`config.mk`:
```
export PLATFORM = sky130hd
export DESIGN_NAME = satalnk_txcrc_flat
export DESIGN_NICKNAME = d
export VERILOG_FILES = /design/src/rtl/satalnk_txcrc_if.sv /design/src/rtl/satalnk_txcrc.sv /design/src/flat_wrapper.sv
export SDC_FILE = /design/constraint.sdc
export NUM_CORES = 1
export LEC_CHECK = 0
export CORE_MARGIN = 2
export CORE_UTILIZATION = 45
export DETAILED_ROUTE_END_ITERATION = 16
export GPL_ROUTABILITY_DRIVEN = 0
export GPL_TIMING_DRIVEN = 0
export PLACE_DENSITY_LB_ADDON = 0.2
export SLEW_MARGIN = 5
export SYNTH_ARGS = -nofsm -noshare
export SYNTH_HDL_FRONTEND = slang
export SYNTH_SLANG_ARGS = --single-unit
```
`constraint.sdc`:
```
create_clock -name i_phy_clk -period 8.81 [get_ports i_phy_clk]
set_input_delay 1.762 -clock i_phy_clk [delete_from_list [all_inputs] [get_ports i_phy_clk]]
set_output_delay 1.762 -clock i_phy_clk [all_outputs]
set_load 0.02 [all_outputs]
```
`src/rtl/satalnk_txcrc_if.sv`:
```
// Dword stream bundle for the link TX CRC stage: upstream FIS input,
// downstream framed output, and the over-length flag.
interface satalnk_txcrc_if;
  logic        i_valid;
  logic        o_ready;
  logic [31:0] i_data;
  logic        i_last;
  logic        o_valid;
  logic        i_ready;
  logic [31:0] o_data;
  logic        o_last;
  logic        o_crc;
  logic        o_err;

  modport slave (
    input  i_valid, i_data, i_last, i_ready,
    output o_ready, o_valid, o_data, o_last, o_crc, o_err
  );

  modport master (
    output i_valid, i_data, i_last, i_ready,
    input  o_ready, o_valid, o_data, o_last, o_crc, o_err
  );
endinterface

```
`src/rtl/satalnk_txcrc.sv`:
```
// SATA link TX stage: forwards FIS dwords, appends the frame CRC dword, flags
// over-length frames. Define SATA_TXCRC_SCRAMBLE_EN to scramble the output.
module satalnk_txcrc #(
  parameter int MAX_DWORDS   = 2049,
  parameter bit OPT_LOWPOWER = 1'b0
) (
  input  logic i_phy_clk,
  input  logic i_phy_reset_n,
  satalnk_txcrc_if.slave bus
);
  localparam int          CW       = $clog2(MAX_DWORDS + 2);
  localparam logic [CW-1:0] CNT_ERR = CW'(MAX_DWORDS);
  localparam logic [CW-1:0] CNT_SAT = CW'(MAX_DWORDS + 1);
  localparam logic [31:0] CRC_SEED = 32'h52325032;
  localparam logic [31:0] CRC_POLY = 32'h04C11DB7;

  typedef enum logic {S_DATA, S_CRC_PEND} state_t;

  state_t        state_q, state_d;
  logic [CW-1:0] cnt_q;
  logic [31:0]   crc_q, crc_nxt;
  logic          vld_q, last_q, crcf_q, err_q;
  logic [31:0]   data_q;
  logic [31:0]   scr_w;
  logic          load, acc, crc_load;

  // Bit 31 enters first; the whole dword folds in within one cycle.
  function automatic logic [31:0] crc_step(input logic [31:0] c, input logic [31:0] d);
    logic [31:0] r;
    r = c;
    for (int i = 31; i >= 0; i--)
      r = {r[30:0], 1'b0} ^ ((r[31] ^ d[i]) ? CRC_POLY : 32'h0);
    return r;
  endfunction

  assign load        = !vld_q || bus.i_ready;
  assign bus.o_ready = load && (state_q == S_DATA);
  assign acc         = bus.i_valid && bus.o_ready;
  assign crc_load    = load && (state_q == S_CRC_PEND);
  assign crc_nxt     = crc_step(crc_q, bus.i_data);

  always_comb begin
    state_d = state_q;
    case (state_q)
      S_DATA:     if (acc && bus.i_last) state_d = S_CRC_PEND;
      S_CRC_PEND: if (load) state_d = S_DATA;
      default:    state_d = S_DATA;
    endcase
  end

  always_ff @(posedge i_phy_clk) begin
    if (!i_phy_reset_n) begin
      state_q <= S_DATA;
      cnt_q   <= '0;
      crc_q   <= CRC_SEED;
      vld_q   <= 1'b0;
      data_q  <= '0;
      last_q  <= 1'b0;
      crcf_q  <= 1'b0;
      err_q   <= 1'b0;
    end else begin
      state_q <= state_d;
      // cnt_q holds dwords already taken, so this acceptance is dword cnt_q+1.
      err_q   <= acc && (cnt_q == CNT_ERR);
      if (acc) begin
        vld_q  <= 1'b1;
        data_q <= bus.i_data ^ scr_w;
        last_q <= 1'b0;
        crcf_q <= 1'b0;
        crc_q  <= crc_nxt;
        if (!bus.i_last && cnt_q != CNT_SAT) cnt_q <= cnt_q + 1'b1;
      end else if (crc_load) begin
        vld_q  <= 1'b1;
        data_q <= crc_q ^ scr_w;
        last_q <= 1'b1;
        crcf_q <= 1'b1;
        crc_q  <= CRC_SEED;
        cnt_q  <= '0;
      end else if (bus.i_ready) begin
        vld_q  <= 1'b0;
      end
    end
  end

`ifdef SATA_TXCRC_SCRAMBLE_EN
  logic [15:0] scr_q;
  logic [47:0] scr_nxt;

  // Galois LFSR x^16+x^15+x^13+x^4+1; keystream bit i is emitted at step i.
  function automatic logic [47:0] scr_run(input logic [15:0] s);
    logic [15:0] c;
    logic [31:0] w;
    c = s;
    w = '0;
    for (int i = 0; i < 32; i++) begin
      w[i] = c[15];
      c = {c[14:0], 1'b0} ^ (c[15] ? 16'hA011 : 16'h0000);
    end
    return {c, w};
  endfunction

  assign scr_nxt = scr_run(scr_q);
  assign scr_w   = scr_nxt[31:0];

  always_ff @(posedge i_phy_clk) begin
    if (!i_phy_reset_n)  scr_q <= 16'hFFFF;
    else if (crc_load)   scr_q <= 16'hFFFF;
    else if (acc)        scr_q <= scr_nxt[47:32];
  end
`else
  assign scr_w = '0;
`endif

  assign bus.o_valid = vld_q;
  assign bus.o_data  = (OPT_LOWPOWER && !vld_q) ? '0 : data_q;
  assign bus.o_last  = (OPT_LOWPOWER && !vld_q) ? 1'b0 : last_q;
  assign bus.o_crc   = crcf_q;
  assign bus.o_err   = err_q;
endmodule

```
`src/flat_wrapper.sv`:
```
// flat-port wrapper written by rule: the top's interface ports become plain ports
module satalnk_txcrc_flat 
#(
  parameter int MAX_DWORDS   = 2049,
  parameter bit OPT_LOWPOWER = 1'b0
)
  (i_phy_clk, i_phy_reset_n, bus_i_valid, bus_i_data, bus_i_last, bus_i_ready, bus_o_ready, bus_o_valid, bus_o_data, bus_o_last, bus_o_crc, bus_o_err);
  satalnk_txcrc_if bus_i ();
  input  logic i_phy_clk;
  input  logic i_phy_reset_n;
  input wire logic [$bits(bus_i.i_valid)-1:0] bus_i_valid;
  input wire logic [$bits(bus_i.i_data)-1:0] bus_i_data;
  input wire logic [$bits(bus_i.i_last)-1:0] bus_i_last;
  input wire logic [$bits(bus_i.i_ready)-1:0] bus_i_ready;
  output wire logic [$bits(bus_i.o_ready)-1:0] bus_o_ready;
  output wire logic [$bits(bus_i.o_valid)-1:0] bus_o_valid;
  output wire logic [$bits(bus_i.o_data)-1:0] bus_o_data;
  output wire logic [$bits(bus_i.o_last)-1:0] bus_o_last;
  output wire logic [$bits(bus_i.o_crc)-1:0] bus_o_crc;
  output wire logic [$bits(bus_i.o_err)-1:0] bus_o_err;
  assign bus_i.i_valid = bus_i_valid;
  assign bus_i.i_data = bus_i_data;
  assign bus_i.i_last = bus_i_last;
  assign bus_i.i_ready = bus_i_ready;
  assign bus_o_ready = bus_i.o_ready;
  assign bus_o_valid = bus_i.o_valid;
  assign bus_o_data = bus_i.o_data;
  assign bus_o_last = bus_i.o_last;
  assign bus_o_crc = bus_i.o_crc;
  assign bus_o_err = bus_i.o_err;
  satalnk_txcrc #(.MAX_DWORDS(MAX_DWORDS), .OPT_LOWPOWER(OPT_LOWPOWER)) u_core (.i_phy_clk(i_phy_clk), .i_phy_reset_n(i_phy_reset_n), .bus(bus_i));
endmodule
```
* After elaboration in Yosys (flattened, before gate mapping)
Index checks and enable logic that the tools add are counted.
Word-level totals: flip-flop bits (word level) 80, word-level logic and storage cells 135, output and inout bits 37, bits of input ports 37
Operators by class: multiplexer cells 45, add/sub/neg operators 1, reductions and logical operators 13, bitwise operators 66, equal/unequal tests 3
Operators by type and width (number):
- $xor A32 B32 Y32 | 32
- $mux W27 | 32
- $mux W32 | 4
- $mux W12 | 3
- $xor A1 B1 Y1 | 32
- $add A12 B1 Y12 const B | 1
- $eq A12 B12 Y1 const B | 1
- $ne A12 B12 Y1 const B | 1
- $logic_and A1 B1 Y1 | 6
- $mux W1 | 5
- $reduce_bool A3 Y1 | 1
- $logic_not A1 Y1 | 2
- $ne A2 B2 Y1 const B | 1
- $not A1 Y1 | 2
- $pmux W1 S2 | 1
- $reduce_and A2 Y1 | 1
- $reduce_bool A2 Y1 | 1
- $reduce_or A2 Y1 | 1
- $logic_or A1 B1 Y1 | 1

* Logic depth before layout (Yosys ltp)
word-level depth 97, mapped depth 9

* Least setup slack after synthesis
No wires, ideal clock.
path kind input port to flip-flop, from input bus_i_data[28], to register u_core.crc_q[14], slack 3.927 ns, setup time 0.117 ns, arrival 4.766 ns, data required time 8.693 ns, buffers on the path 0, stages 9, cells stage by stage xnor2_1 > xnor3_2 > xnor3_1 > xnor2_1 > xnor3_1 > xnor2_4 > xnor3_1 > xnor2_1 > o22a_1
Between the ends: cells in the longest elaborated chain, start to end 40
Ends and longest elaborated chain:
- from (decl) | line flat_wrapper.sv:12 | input wire logic [$bits(bus_i.i_data)-1:0] bus_i_data;
- $xor A1 B1 Y1 * | line satalnk_txcrc.sv:32 | r = {r[30:0], 1'b0} ^ ((r[31] ^ d[i]) ? CRC_POLY : 32'h0);
- $mux W27 * | line satalnk_txcrc.sv:32
- $xor A32 B32 Y32 * (6 in series) | line satalnk_txcrc.sv:32
- $xor A1 B1 Y1 | line satalnk_txcrc.sv:32
- $mux W27 | line satalnk_txcrc.sv:32
- $xor A32 B32 Y32 * (6 in series) | line satalnk_txcrc.sv:32
- $xor A1 B1 Y1 | line satalnk_txcrc.sv:32
- $mux W27 | line satalnk_txcrc.sv:32
- $xor A32 B32 Y32 * (6 in series) | line satalnk_txcrc.sv:32
- $xor A1 B1 Y1 | line satalnk_txcrc.sv:32
- $mux W27 | line satalnk_txcrc.sv:32
- $xor A32 B32 Y32 * (6 in series) | line satalnk_txcrc.sv:32
- $xor A1 B1 Y1 | line satalnk_txcrc.sv:32
- $mux W27 | line satalnk_txcrc.sv:32
- $xor A32 B32 Y32 * (5 in series) | line satalnk_txcrc.sv:32
- $mux W32 * | line satalnk_txcrc.sv:65 | if (acc) begin
- to (signal assigned) | line satalnk_txcrc.sv:70 | crc_q <= crc_nxt;
- to (decl) | line satalnk_txcrc.sv:21 | logic [31:0] crc_q, crc_nxt;
Every way passes the cells marked *; elsewhere a longest branch is shown, timed or not. A chain may end at the register's enable or synchronous reset.

* Final worst setup path
from input bus_i_data[28], to register u_core.crc_q[10]
Between the ends: cells in the longest elaborated chain, start to end 40
Ends and longest elaborated chain (line):
- $xor A1 B1 Y1 * | satalnk_txcrc.sv:32
- $mux W27 * | satalnk_txcrc.sv:32
- $xor A32 B32 Y32 * (6 in series) | satalnk_txcrc.sv:32
- $xor A1 B1 Y1 / $xor A32 B32 Y32 (equally long branches) | satalnk_txcrc.sv:32
- $mux W27 / $xor A32 B32 Y32 (equally long branches) | satalnk_txcrc.sv:32
- $xor A32 B32 Y32 * (6 in series) | satalnk_txcrc.sv:32
- $xor A1 B1 Y1 / $xor A32 B32 Y32 (equally long branches) | satalnk_txcrc.sv:32
- $mux W27 / $xor A32 B32 Y32 (equally long branches) | satalnk_txcrc.sv:32
- $xor A32 B32 Y32 * (6 in series) | satalnk_txcrc.sv:32
- $xor A1 B1 Y1 / $xor A32 B32 Y32 (equally long branches) | satalnk_txcrc.sv:32
- $mux W27 / $xor A32 B32 Y32 (equally long branches) | satalnk_txcrc.sv:32
- $xor A32 B32 Y32 * (10 in series) | satalnk_txcrc.sv:32
- $xor A1 B1 Y1 | satalnk_txcrc.sv:32
- $mux W27 | satalnk_txcrc.sv:32
- $xor A32 B32 Y32 * | satalnk_txcrc.sv:32
- $mux W32 * | satalnk_txcrc.sv:65
Marked as above.

==> reports/metrics.yaml <==
outcome: "finished, final reports clean"
ctsRootBufferMaster: "clkbuf_16"
grt_use_total: 0.2330
hold_violations: 0
relSlewSlack: 0.3089
final_common_cell: "xnor2_1"
worst_path_max_delay_cell: "xnor3_2"
grt_pass1_wl_mm: 25.70
seq_area_mm2: 0.001602
yosysWarnings: 0
clkSlewWorstSetupHoldPaths_ns: 0.06
min_period_ns: 5.819
yosys.cell_types.count: 42
grt_pass1_vias: 4566
crit_path_cell_trace: "clkdlybuf4s50_1, xor2_1, xnor3_2, xor2_2, xnor3_1, xnor2_2, xor2_2, xnor3_1, xnor2_1, o21ai_0"
clk_latency_ns: 0.34
fp-row-count: 43
cts_tree: "yes"
die_w_um: 122.0
cts.htree.levels: 3
synth_area_per_cell_um2: 10.54
cts_setup_buffers: 0
die_h_um: 122.0
antenna_cells: 0
syn_area_mm2: 0.006269
fin_setup_tns_ns: 0
via_per_inst: 5.131
wl_per_cell_um: 19.18
crit_required_ns: 9.00
synth_ff_type: "dfxtp_1"
grt_max_degree: 14
cp_top_family: "XOR/XNOR gates"
critPathLaunchType: "input pin"
synth_edf_count: 0
coreArea_mm2: 0.01372
setup_viol: 0
max-cap-violations: 0
cts-buffers-inserted: 9
cp-end-kind: "flop"
cts-resized-gates: 0
dieArea_mm2: 0.01489
path_max_fanout: 7
critPathBufInv: 1
portBuffers: 72
synth_fp_nets: 635
cts.sinks: 80
grt.overflow.total: 0
synthArstFlopShare: 0
worst_slew_pin_slew_ns: 1.029
syn2layout_area_growth_pct: 20.38
dr.first_iter.drc_count: 223
ant_nets: 0
firstDrtPassIters: 4
drive_gt1_frac: 0.07613
start_util: 0.4569
maxSlewViolCount: 0
arrival_ns: 6.01
drcViolationCount: 0
fmax_ghz: 0.1719
hold_buffers: 0
syn_inst: 595
rsz0062_at_grt: "no"
ios: 74
multiInputGateArea_mm2: 0.004562
vias: 4428
clockBufferDepth: 2
max_stage_delay_ns: 0.60
wirelength_mm: 16.55
nFillCells: 1242
antenna_found_initial: 0
fin_nets: 718
crit_type: "input pin to flop"
post-route-period-util: 0.6605
layout_common_cells: "xnor2_1 (149), dfxtp_1 (80), clkdlybuf4s50_1 (72), nand2_1 (62), xnor3_1 (40)"
ys_ff_latch: 80
hpwl_mm: 13.21
hp-class: "flop to flop"
yosysSeqAreaShare: 0.2555
finClkSkew_ns: 0.005055
## sequential cells by signal, summed over array words and instances (netlist names)
signal,flops
u_core.bus.o_data,32
u_core.crc_q,32
u_core.cnt_q,12
u_core.bus.o_err,1
u_core.bus.o_last,1
u_core.bus.o_valid,1
u_core.state_q,1
## Yosys cell counts (4+ instances only)
library cell | n | area [µm²]
a21boi_0 | 34 | 255.2
a22oi_1 | 33 | 247.7
and2_1 | 6 | 37.54
and3_1 | 4 | 25.02
clkbuf_1 | 24 | 90.09
dfxtp_1 | 80 | 1602
nand2_1 | 62 | 232.7
nand3_1 | 10 | 50.05
nor2_1 | 17 | 63.81
nor2b_1 | 8 | 50.05
nor3_1 | 5 | 25.02
o21ai_0 | 20 | 100.1
o22a_1 | 5 | 43.79
xnor2_1 | 149 | 1305
xnor2_2 | 15 | 244.0
xnor3_1 | 40 | 900.9
xnor3_2 | 7 | 166.4
xor2_1 | 34 | 297.8
xor2_2 | 6 | 97.59
## cell type report
class | instances | area share
multi-input combinational | 488 | 0.6045
sequential | 80 | 0.2122
timing repair buffer | 72 | 0.09551
clock buffer | 11 | 0.03349
tap | 180 | 0.02985
buffer | 25 | 0.01293
clock inverter | 5 | 0.01045
inverter | 2 | 0.0009949
## worst min-delay path, cell delays in order (launching register included)
cell and delay [ns]:
dfxtp_1 0.31, nand2_1 0.04, a21boi_0 0.06
## worst paths after layout
| check | from | endpoint | slack (ns) | cells after the start |
|---|---|---|---|---|
| setup / recovery | bus_i_data[28] | u_core.crc_q[10] | 2.99 | 10 |
| hold / removal | u_core.bus.o_data[0] | u_core.bus.o_data[0] | 0.46 | 2 |
| setup reg to reg | u_core.crc_q[28] | u_core.crc_q[10] | 4.54 | 9 |
| hold reg to reg | u_core.bus.o_data[0] | u_core.bus.o_data[0] | 0.46 | 2 |
## kinds of logic (layout without fill, tap and decap cells)
kind of cell	Yosys count	count (layout)	share of synthesized area
buffers and inverters	27	115	0.01677
AOI/OAI and AO/OA	104	104	0.1166
DFF	80	80	0.2555
xor gates and xnor gates	260	260	0.5174
adders and majority gates	3	3	0.005989
and+or+nand+nor	121	121	0.08783
## stage by stage
stage	hold slack [ns]	setup WS (ns)	util	instance area [µm²]	instances
after floorplan	0.4508	3.927	-	6269	595
after global placement	0.4539	2.652	0.5259	7214	847
after detailed placement	0.4554	2.649	0.5259	7214	847
after CTS	0.4635	2.954	0.5500	7546	863
after global routing	0.4852	2.801	0.5500	7546	863
final	0.4605	2.991	0.5500	7546	863
## routing by layer
layer,GRT usage,vias to the layer above,share of wire
met3,0.04588,23,0.057
met5,0,-,0
met1,0.3053,2098,0.44
li1,-,2173,-
met2,0.3841,134,0.47
met4,0.08118,0,0.030
Power is not shown: default switching activity piles up to over one toggle a cycle in this logic, so the estimate is an artifact.
